## src/rtl/fetch_unit.sv

```systemverilog
// fetch_unit: in-order instruction fetch with a credit-limited queue toward decode.
// Defining FETCH_PERF_CNT_EN adds the perf_fetch_cnt / perf_flush_cnt counters.
module fetch_unit #(
    parameter logic [31:0] RESET_PC = 32'h0000_0000,
    parameter int          QDEPTH   = 2
) (
    input  logic        clk,
    input  logic        rst_n,
    input  logic        fetch_en,
    output logic        imem_req,
    output logic [31:0] imem_addr,
    input  logic        imem_gnt,
    input  logic        imem_rvalid,
    input  logic [31:0] imem_rdata,
    input  logic        redirect_valid,
    input  logic [31:0] redirect_pc,
    output logic        if_valid,
    input  logic        if_ready,
    output logic [31:0] if_instr,
    output logic [31:0] if_pc,
    output logic [6:0]  if_opcode,
    output logic [2:0]  if_funct3,
    output logic [6:0]  if_funct7
`ifdef FETCH_PERF_CNT_EN
    ,
    output logic [31:0] perf_fetch_cnt,
    output logic [31:0] perf_flush_cnt
`endif
);

    localparam int AW = (QDEPTH > 2) ? $clog2(QDEPTH) : 1;
    localparam int CW = AW + 1;
    localparam logic [CW:0] QDEPTH_W = (CW+1)'(QDEPTH);

    typedef enum logic [1:0] {
        ST_BOOT = 2'b00,
        ST_RUN  = 2'b01,
        ST_HALT = 2'b10
    } state_t;

    state_t        r_state;
    state_t        w_state_nxt;
    logic [31:0]   r_pc;
    logic [CW-1:0] r_count;
    logic [CW-1:0] r_out;
    logic [CW-1:0] r_disc;
    logic [AW-1:0] r_rd_ptr;
    logic [AW-1:0] r_wr_ptr;
    logic [31:0]   r_q_instr [QDEPTH];
    logic [31:0]   r_q_pc    [QDEPTH];

    logic          w_pop;
    logic          w_resp;
    logic          w_push;
    logic          w_grant;
    logic          w_credit;
    logic [CW:0]   w_demand;
    logic [CW-1:0] w_out_nxt;
    logic [CW-1:0] w_disc_nxt;
    logic [31:0]   w_resp_pc;

    assign if_valid  = (r_count != {CW{1'b0}});
    assign w_pop     = if_valid & if_ready & ~redirect_valid;
    assign w_resp    = imem_rvalid & (r_out != {CW{1'b0}});
    assign w_push    = w_resp & (r_disc == {CW{1'b0}}) & ~redirect_valid;
    assign w_grant   = imem_req & imem_gnt;
    // A pop this cycle frees its slot, so back-to-back delivery fits in a depth-2 queue.
    assign w_demand  = {1'b0, r_count} - (CW+1)'(w_pop) + {1'b0, r_out};
    assign w_credit  = (w_demand < QDEPTH_W);
    assign w_out_nxt = r_out + CW'(w_grant) - CW'(w_resp);
    // Live requests are consecutive words ending at the fetch PC, so the oldest one is recoverable.
    assign w_resp_pc = r_pc - {{(30-CW){1'b0}}, r_out, 2'b00};

    // State register.
    always_ff @(posedge clk or negedge rst_n) begin
        if (!rst_n) begin
            r_state <= ST_BOOT;
        end else begin
            r_state <= w_state_nxt;
        end
    end

    // Next-state and request decode.
    always_comb begin
        w_state_nxt = r_state;
        imem_req    = 1'b0;
        case (r_state)
            ST_BOOT: begin
                if (fetch_en) w_state_nxt = ST_RUN;
                else          w_state_nxt = ST_HALT;
            end
            ST_RUN: begin
                imem_req = ~redirect_valid & w_credit;
                if (fetch_en) w_state_nxt = ST_RUN;
                else          w_state_nxt = ST_HALT;
            end
            ST_HALT: begin
                if (fetch_en) w_state_nxt = ST_RUN;
                else          w_state_nxt = ST_HALT;
            end
            default: begin
                w_state_nxt = ST_BOOT;
            end
        endcase
    end

    // Request address; pinned to the reset vector while booting.
    always_comb begin
        if (r_state == ST_BOOT) imem_addr = RESET_PC;
        else                    imem_addr = r_pc;
    end

    // Discard count: on redirect every request still in flight becomes garbage.
    always_comb begin
        w_disc_nxt = r_disc;
        if (redirect_valid) begin
            w_disc_nxt = w_out_nxt;
        end else if (w_resp && (r_disc != {CW{1'b0}})) begin
            w_disc_nxt = r_disc - CW'(1);
        end else begin
            w_disc_nxt = r_disc;
        end
    end

    // Fetch PC and in-flight bookkeeping.
    always_ff @(posedge clk or negedge rst_n) begin
        if (!rst_n) begin
            r_pc   <= RESET_PC;
            r_out  <= {CW{1'b0}};
            r_disc <= {CW{1'b0}};
        end else begin
            if (redirect_valid) begin
                r_pc <= redirect_pc & 32'hFFFF_FFFC;
            end else if (w_grant) begin
                r_pc <= r_pc + 32'd4;
            end else begin
                r_pc <= r_pc;
            end
            r_out  <= w_out_nxt;
            r_disc <= w_disc_nxt;
        end
    end

    // Queue pointers and occupancy.
    always_ff @(posedge clk or negedge rst_n) begin
        if (!rst_n) begin
            r_rd_ptr <= {AW{1'b0}};
            r_wr_ptr <= {AW{1'b0}};
            r_count  <= {CW{1'b0}};
        end else if (redirect_valid) begin
            r_rd_ptr <= {AW{1'b0}};
            r_wr_ptr <= {AW{1'b0}};
            r_count  <= {CW{1'b0}};
        end else begin
            if (w_push) r_wr_ptr <= r_wr_ptr + AW'(1);
            if (w_pop)  r_rd_ptr <= r_rd_ptr + AW'(1);
            r_count <= r_count + CW'(w_push) - CW'(w_pop);
        end
    end

    // Queue storage.
    always_ff @(posedge clk or negedge rst_n) begin
        if (!rst_n) begin
            for (int i = 0; i < QDEPTH; i++) begin
                r_q_instr[i] <= 32'h0000_0000;
                r_q_pc[i]    <= 32'h0000_0000;
            end
        end else if (w_push) begin
            r_q_instr[r_wr_ptr] <= imem_rdata;
            r_q_pc[r_wr_ptr]    <= w_resp_pc;
        end
    end

    // Head of queue toward decode; zero when empty.
    always_comb begin
        if (if_valid) begin
            if_instr = r_q_instr[r_rd_ptr];
            if_pc    = r_q_pc[r_rd_ptr];
        end else begin
            if_instr = 32'h0000_0000;
            if_pc    = 32'h0000_0000;
        end
    end

    assign if_opcode = if_instr[6:0];
    assign if_funct3 = if_instr[14:12];
    assign if_funct7 = if_instr[31:25];

`ifdef FETCH_PERF_CNT_EN
    // Delivered-instruction and flush counters, free-running modulo 2^32.
    always_ff @(posedge clk or negedge rst_n) begin
        if (!rst_n) begin
            perf_fetch_cnt <= 32'h0000_0000;
            perf_flush_cnt <= 32'h0000_0000;
        end else begin
            if (w_pop)          perf_fetch_cnt <= perf_fetch_cnt + 32'd1;
            if (redirect_valid) perf_flush_cnt <= perf_flush_cnt + 32'd1;
        end
    end
`endif

endmodule
```

## config.mk

```make
export PLATFORM = sky130hd
export DESIGN_NAME = fetch_unit
export DESIGN_NICKNAME = d
export VERILOG_FILES = /design/src/rtl/fetch_unit.sv
export SDC_FILE = /design/constraint.sdc
export NUM_CORES = 1
export LEC_CHECK = 0
export CAP_MARGIN = 30
export CORE_ASPECT_RATIO = 1.1
export CORE_MARGIN = 3
export CORE_UTILIZATION = 30
export CTS_BUF_LIST = sky130_fd_sc_hd__clkbuf_16
export DETAILED_ROUTE_END_ITERATION = 16
export PLACE_DENSITY = 0.56
export SETUP_SLACK_MARGIN = 0.15
export SYNTH_ARGS = -nofsm -noshare
export SYNTH_HDL_FRONTEND = slang
export SYNTH_SLANG_ARGS = --single-unit
```

## constraint.sdc

```tcl
create_clock -name clk -period 2.93 [get_ports clk]
set_input_delay 0.586 -clock clk [delete_from_list [all_inputs] [get_ports clk]]
set_output_delay 0.586 -clock clk [all_outputs]
set_load 0.1 [all_outputs]
```

## Word-level counts from Yosys, hierarchy flattened

Index checks and enable logic that the tools add are counted.

| storage, ports and cells | value |
|---|---|
| memories kept | 0 |
| ROM bits | 0 |
| bits in writable memories | 0 |
| bits in latches | 0 |
| flip-flop bits (word level) | 170 |
| output and inout bits | 115 |

| operators by class | value |
|---|---|
| reductions and logical operators | 12 |
| bitwise operators | 10 |
| multiply operators | 0 |
| shifts and indexed selects | 0 |
| mux-type cells | 25 |
| div/mod/pow operators | 0 |
| add/sub/neg operators | 11 |
| magnitude comparators | 4 |
| eq/ne operators | 2 |

Operators with widths:

| kind | count |
|---|---|
| $mux 32 | 12 |
| $bwmux 64 | 2 |
| $add 32x3->32 const B | 1 |
| $demux 32 s1 | 1 |
| $sub 32x4->32 | 1 |
| $reduce_bool 2->1 | 7 |
| $mux 2 | 5 |
| $and 1x1->1 | 7 |
| $mux 1 | 5 |
| $add 2x1->2 | 2 |
| $ge 2x2->1 const B | 2 |
| $logic_not 2->1 | 2 |
| $not 1->2 | 2 |
| $sub 2x1->2 | 2 |
| $add 3x2->3 | 1 |
| $lt 3x2->1 const B | 1 |
| $reduce_or 3->1 | 1 |
| $sub 2x1->3 | 1 |
| $add 1x1->1 const B | 2 |
| $eq 2x1->1 const B | 1 |
| $eq 2x2->1 const B | 1 |
| $logic_and 1x1->1 | 2 |
| $lt 2x1->1 const B | 1 |
| $sub 2x1->2 const B | 1 |
| $not 1->1 | 1 |

## Depth between registers and ports, before layout

| logic depth | value |
|---|---|
| depth after elaboration | 12 |
| gate-level depth with buffers | 16 |
| mapped depth without buffers | 16 |

## Worst setup path after synthesis

OpenSTA, ideal clock, no wires.

| timing path | value |
|---|---|
| path type | register -> output |
| from | register r_count[1] |
| to | output imem_req |
| path buffers | 0 |
| data arrival time | 3923 ps |
| cell stages (with the launch flop) | 11 |
| slack | -1579 ps |
| data required time | 2344 ps |
| path through | dfrtp_1 -> nor2_1 -> inv_1 -> nand2_1 -> nor2_1 -> ha_1 -> nand2b_1 -> fa_1 -> and3b_1 -> nand2_1 -> nor2_1 |

| between the ends | value |
|---|---|
| longest elaborated chain between the ends | 8 |

RTL lines:

| what | line | source |
|---|---|---|
| start: declaration | 44 | `logic [CW-1:0] r_count;` |
| start signal: assignment | 149 | `r_count <= {CW{1'b0}};` |
| start signal: assignment | 153 | `r_count <= {CW{1'b0}};` |
| start signal: assignment | 157 | `r_count <= r_count + CW'(w_push) - CW'(w_pop);` |
| $reduce_bool 2->1 | 62 | `assign if_valid = (r_count != {CW{1'b0}});` |
| via if_valid | 17 | `output logic if_valid,` |
| $and 1x1->1 (2 in a row) | 63 | `assign w_pop = if_valid & if_ready & ~redirect_valid;` |
| $sub 2x1->3 | 68 | `assign w_demand = {1'b0, r_count} - (CW+1)'(w_pop) + {1'b0, r_out};` |
| $add 3x2->3 | 68 |  |
| $lt 3x2->1 | 69 | `assign w_credit = (w_demand < QDEPTH_W);` |
| $and 1x1->1 | 93 | `imem_req = ~redirect_valid & w_credit;` |
| $mux 1 | 87 | `case (r_state)` |
| end: declaration | 10 | `output logic imem_req,` |

The timed path passes the listed nets, and every way through them passes these cells.

## Worst setup path after layout

| timing path | value |
|---|---|
| from | register r_count[0] |
| to | output imem_req |

| between the ends | value |
|---|---|
| longest elaborated chain between the ends | 8 |

RTL lines:

| what | line |
|---|---|
| $reduce_bool 2->1 | 62 |
| $and 1x1->1 (2 in a row) | 63 |
| $sub 2x1->3 (*) | 68 |
| $add 3x2->3 (*) | 68 |
| $lt 3x2->1 (*) | 69 |
| $and 1x1->1 (*) | 93 |
| $mux 1 (*) | 87 |

Every way passes the cells marked *; elsewhere a longest branch is shown, timed or not.

==> flow_metrics.env <==
export IMPL_path_buf_inv=2
export IMPL_internal_power_w=0.00643
export IMPL_maxCapViolCount=0
export IMPL_cp_required_ns=2.34
export IMPL_fin_nets=1192
export IMPL_clkSinkCount=164
export IMPL_critPathTopFamily="simple AND/OR/NAND/NOR gates"
export IMPL_setup_slack_ns=-0.342
export IMPL_grt_max_degree=90
export IMPL_avgSynthCellArea_um2=9.16
export IMPL_switching_share_pct=43.5
export IMPL_cp_slowest_stage_delay_ns=0.53
export IMPL_clkTransAtPathRegs_ns=0.07
export IMPL_crit_chain="nor2_4, clkinvlp_4, nand2_4, nor2_4, ha_4, nand2b_4, fa_2, and3b_2, nand2_4, nor2_4, buf_12"
export IMPL_antenna_found_initial=0
export IMPL_coreArea_um2=28300
export IMPL_rows=64
export IMPL_die_y_um=185
export IMPL_clock_path_buffers=2
export IMPL_drc=0
export IMPL_power_frac_seq_pct=31.0
export IMPL_cp_start_kind="flop"
export IMPL_yosysWarningCount=0
export IMPL_drt_iter0_markers=322
export IMPL_die_w_um=169
export IMPL_worstPathArrival_ns=2.69
export IMPL_drive_gt1_share_pct=29.0
export IMPL_vdd_ir_drop_max_v=0.000422
export IMPL_gp_congestion=0.796
export IMPL_fillCellCount=2752
export IMPL_leakage_nw=5.31
export IMPL_route_met2_wl_um=10700
export IMPL_finalCritPeriodShare_pct=112
export IMPL_clockRootBuffer="clkbuf_16"
export IMPL_cts_tree="built"
export IMPL_holdCritPathClass="input port to asynchronous set/reset pin"
export IMPL_postSynthRegisterBits=164
export IMPL_diodes=0
export IMPL_die_area_um2=31200
export IMPL_start_util_pct=30.9
export IMPL_cts_htree_levels=4
export IMPL_drv_slew=0
export IMPL_worstMarginPinSlew_ns=0.678
export IMPL_criticalPathCategory="flop to output port"
export IMPL_post_dp_cell_area_um2=11800
export IMPL_critPathMostFrequentCell="nor2_4"
export IMPL_clock_skew_ns=0.0173
export IMPL_grt_total_usage_pct=14.9
export IMPL_highest_layer="met4"
export IMPL_stdcell_area_um2=12600
export IMPL_hold_buffers=0
export IMPL_synth_area_um2=8730
export IMPL_yosys_area_top_type_share_pct=47.0
export IMPL_avgViaCountPerCell=4.67
export IMPL_grt_pass1_wl_um=37300
export IMPL_critPathSlowestCell="fa_2"
export IMPL_io_pins=186
export IMPL_p_clk_share_pct=21.3
export IMPL_status="complete, but fails checks"
export IMPL_timing_fmax_mhz=306
export IMPL_period_minus_slack_ns=3.27
export IMPL_clock_latency_ns=0.43
export IMPL_slew_headroom_pct=54.4
export IMPL_synthDistinctLibCells=47
export IMPL_io_buffers=179
export IMPL_hpwl_um=16100
export IMPL_synth_seq_area_share_pct=47.0
export IMPL_endpoint_kind="output port"
export IMPL_drtPass1Iterations=6
export IMPL_ant_nets=0
export IMPL_rsz0062_at_grt="true"
export IMPL_finalNonFillerCells=1485
export IMPL_num_vias=6938
export IMPL_ys_top_cells_by_area="dfrtp_1, nand2_1, mux2i_1"
export IMPL_routed_wl_um=22900
export IMPL_critPathMaxFanout=2
export IMPL_failed_checks="negative setup slack"
export IMPL_cts_inserted_buffers=17
export IMPL_setup_violations=66
export IMPL_wl_met3_um=885
export IMPL_netlist_instances=953
export IMPL_power_density_nw_per_um2=901
export IMPL_report_final_hold_viol_count=0
export IMPL_m1WireLength_um=11100
export IMPL_place_ws_ns=-0.773
export IMPL_first_global_vias=7041
export IMPL_comb_power_share_pct=47.7
export IMPL_dp_cells=1445
export IMPL_area_growth_pct=44.8
export IMPL_p_sw_w=0.00495
export IMPL_wl_per_cell_um=15.4
export IMPL_grt_overflow=0
export IMPL_post_synth_top_area_cell="dfrtp_1"
==> power by group through the flow <==
| stage | combinational [W] | clock [W] | sequential (W) |
|---|---|---|---|
| final | 0.00543 | 0.00243 | 0.00353 |
| after CTS | 0.00547 | 0.00249 | 0.00353 |
| after global routing | 0.00582 | 0.00258 | 0.00364 |
| after floorplan | 0.00383 | 0 | 0.00337 |
| after detailed placement | 0.00528 | 0 | 0.00357 |
| after global placement | 0.00523 | 0 | 0.00353 |
==> final cells by class <==
type / instances / area, um2 / area share, %
sequential: 164 / 4110 / 32.5
tap: 363 / 454 / 3.59
multi-input combinational: 688 / 4570 / 36.2
clock inverter: 15 / 213 / 1.68
inverter: 14 / 56.3 / 0.445
clock buffer: 17 / 425 / 3.37
timing repair buffer: 224 / 2810 / 22.2
==> per-stage QoR <==
step / total power (W) / hold WS (ns) / setup TNS (ns) / utilization, %
2_1_floorplan: 0.00721 / 0.290 / -17.41 / -
3_3_place_gp: 0.00877 / 0.457 / -15.63 / 41.7
3_5_place_dp: 0.00885 / 0.462 / -16.71 / 41.7
4_1_cts: 0.0115 / 0.103 / -6.39 / 44.5
5_1_grt: 0.0120 / 0.109 / -14.51 / 44.7
6_report: 0.0114 / 0.0896 / -5.35 / 44.7
==> cell usage after synthesis, drive strengths merged <==
| cell | n |
|---|---|
| a21boi | 1 |
| a21oi | 2 |
| a2bb2oi | 1 |
| a31oi | 1 |
| and2 | 2 |
| and3 | 5 |
| and3b | 1 |
| and4 | 2 |
| buf | 31 |
| clkbuf | 59 |
| conb | 1 |
| dfrtp | 164 |
| fa | 2 |
| ha | 10 |
| inv | 14 |
| mux2 | 38 |
| mux2i | 64 |
| nand2 | 206 |
| nand2b | 4 |
| nand3 | 17 |
| nand4 | 14 |
| nand4b | 1 |
| nor2 | 85 |
| nor2b | 30 |
| nor3 | 20 |
| nor3b | 1 |
| nor4 | 14 |
| nor4b | 1 |
| o21ai | 86 |
| o31a | 1 |
| or2 | 2 |
| or3 | 6 |
| or4 | 2 |
| or4b | 1 |
| xnor2 | 35 |
| xor2 | 29 |
==> logic make-up after synthesis <==
group,synth area share (%)
muxes,12.2
buffers and inverters,5.65
AOI/OAI and AO/OA,5.40
and+or+nand+nor,21.4
xor gates and xnor gates,6.42
adders and majority gates,1.89
other,0.0429
DFF,47.0
==> path summary, 6_finish.rpt <==
path                       slack [ns]          start  depth (start not counted)            end
max                             -0.34     r_count[0]                         11       imem_req
min                              0.09          rst_n                          1  r_q_instr[23]
max reg2reg                     -0.27     r_count[0]                         16      r_disc[1]
min reg2reg                      0.47  r_q_instr[45]                          2  r_q_instr[45]
max in group asynchronous        2.09          rst_n                          2       r_pc[31]
min in group clk                 0.47  r_q_instr[45]                          2  r_q_instr[45]
==> what timing repair did <==
| item | in CTS | in global routing |
|---|---|---|
| pin swaps | 12 | 8 |
| resized for setup | 24 | 5 |
| setup endpoints to repair | 69 | 71 |
| buffers inserted | 4 | 4 |
==> registers in the layout (all words and copies together) (netlist names) <==
signal / count
r_q_instr: 64
r_q_pc: 60
r_pc: 30
r_count: 2
r_disc: 2
r_out: 2
r_state: 2
r_rd_ptr: 1
r_wr_ptr: 1
==> layout by cell type (no fill, tap or decap), drive strengths merged, types with 2 or more instances in the layout <==
cell type | Yosys | layout
mux2 | 38 | 38
dfrtp | 164 | 164
nor4 | 14 | 14
and4 | 2 | 2
clkbuf | 59 | 17
or2 | 2 | 2
and3 | 5 | 5
and2 | 2 | 2
buf | 31 | 158
nand4 | 14 | 14
xor2 | 29 | 29
ha | 10 | 10
o21ai | 86 | 86
nor3 | 20 | 20
a21oi | 2 | 2
bufinv | 0 | 4
fa | 2 | 2
xnor2 | 35 | 35
nor2b | 30 | 30
nor2 | 85 | 85
or4 | 2 | 2
conb | 1 | 4
inv | 14 | 20
clkdlybuf4s50 | 0 | 65
nand2b | 4 | 4
nand2 | 206 | 206
nand3 | 17 | 17
mux2i | 64 | 64
clkinv | 0 | 3
or3 | 6 | 6
clkinvlp | 0 | 2
==> routing by layer <==
metal  up-vias  global-route usage [%]
li1       3442                       -
met1      3316                    20.7
met2       170                    24.3
met3        10                    2.77
met4         0                    3.11
met5         -                       0
Note: power is estimated with default switching activity, not from simulation.
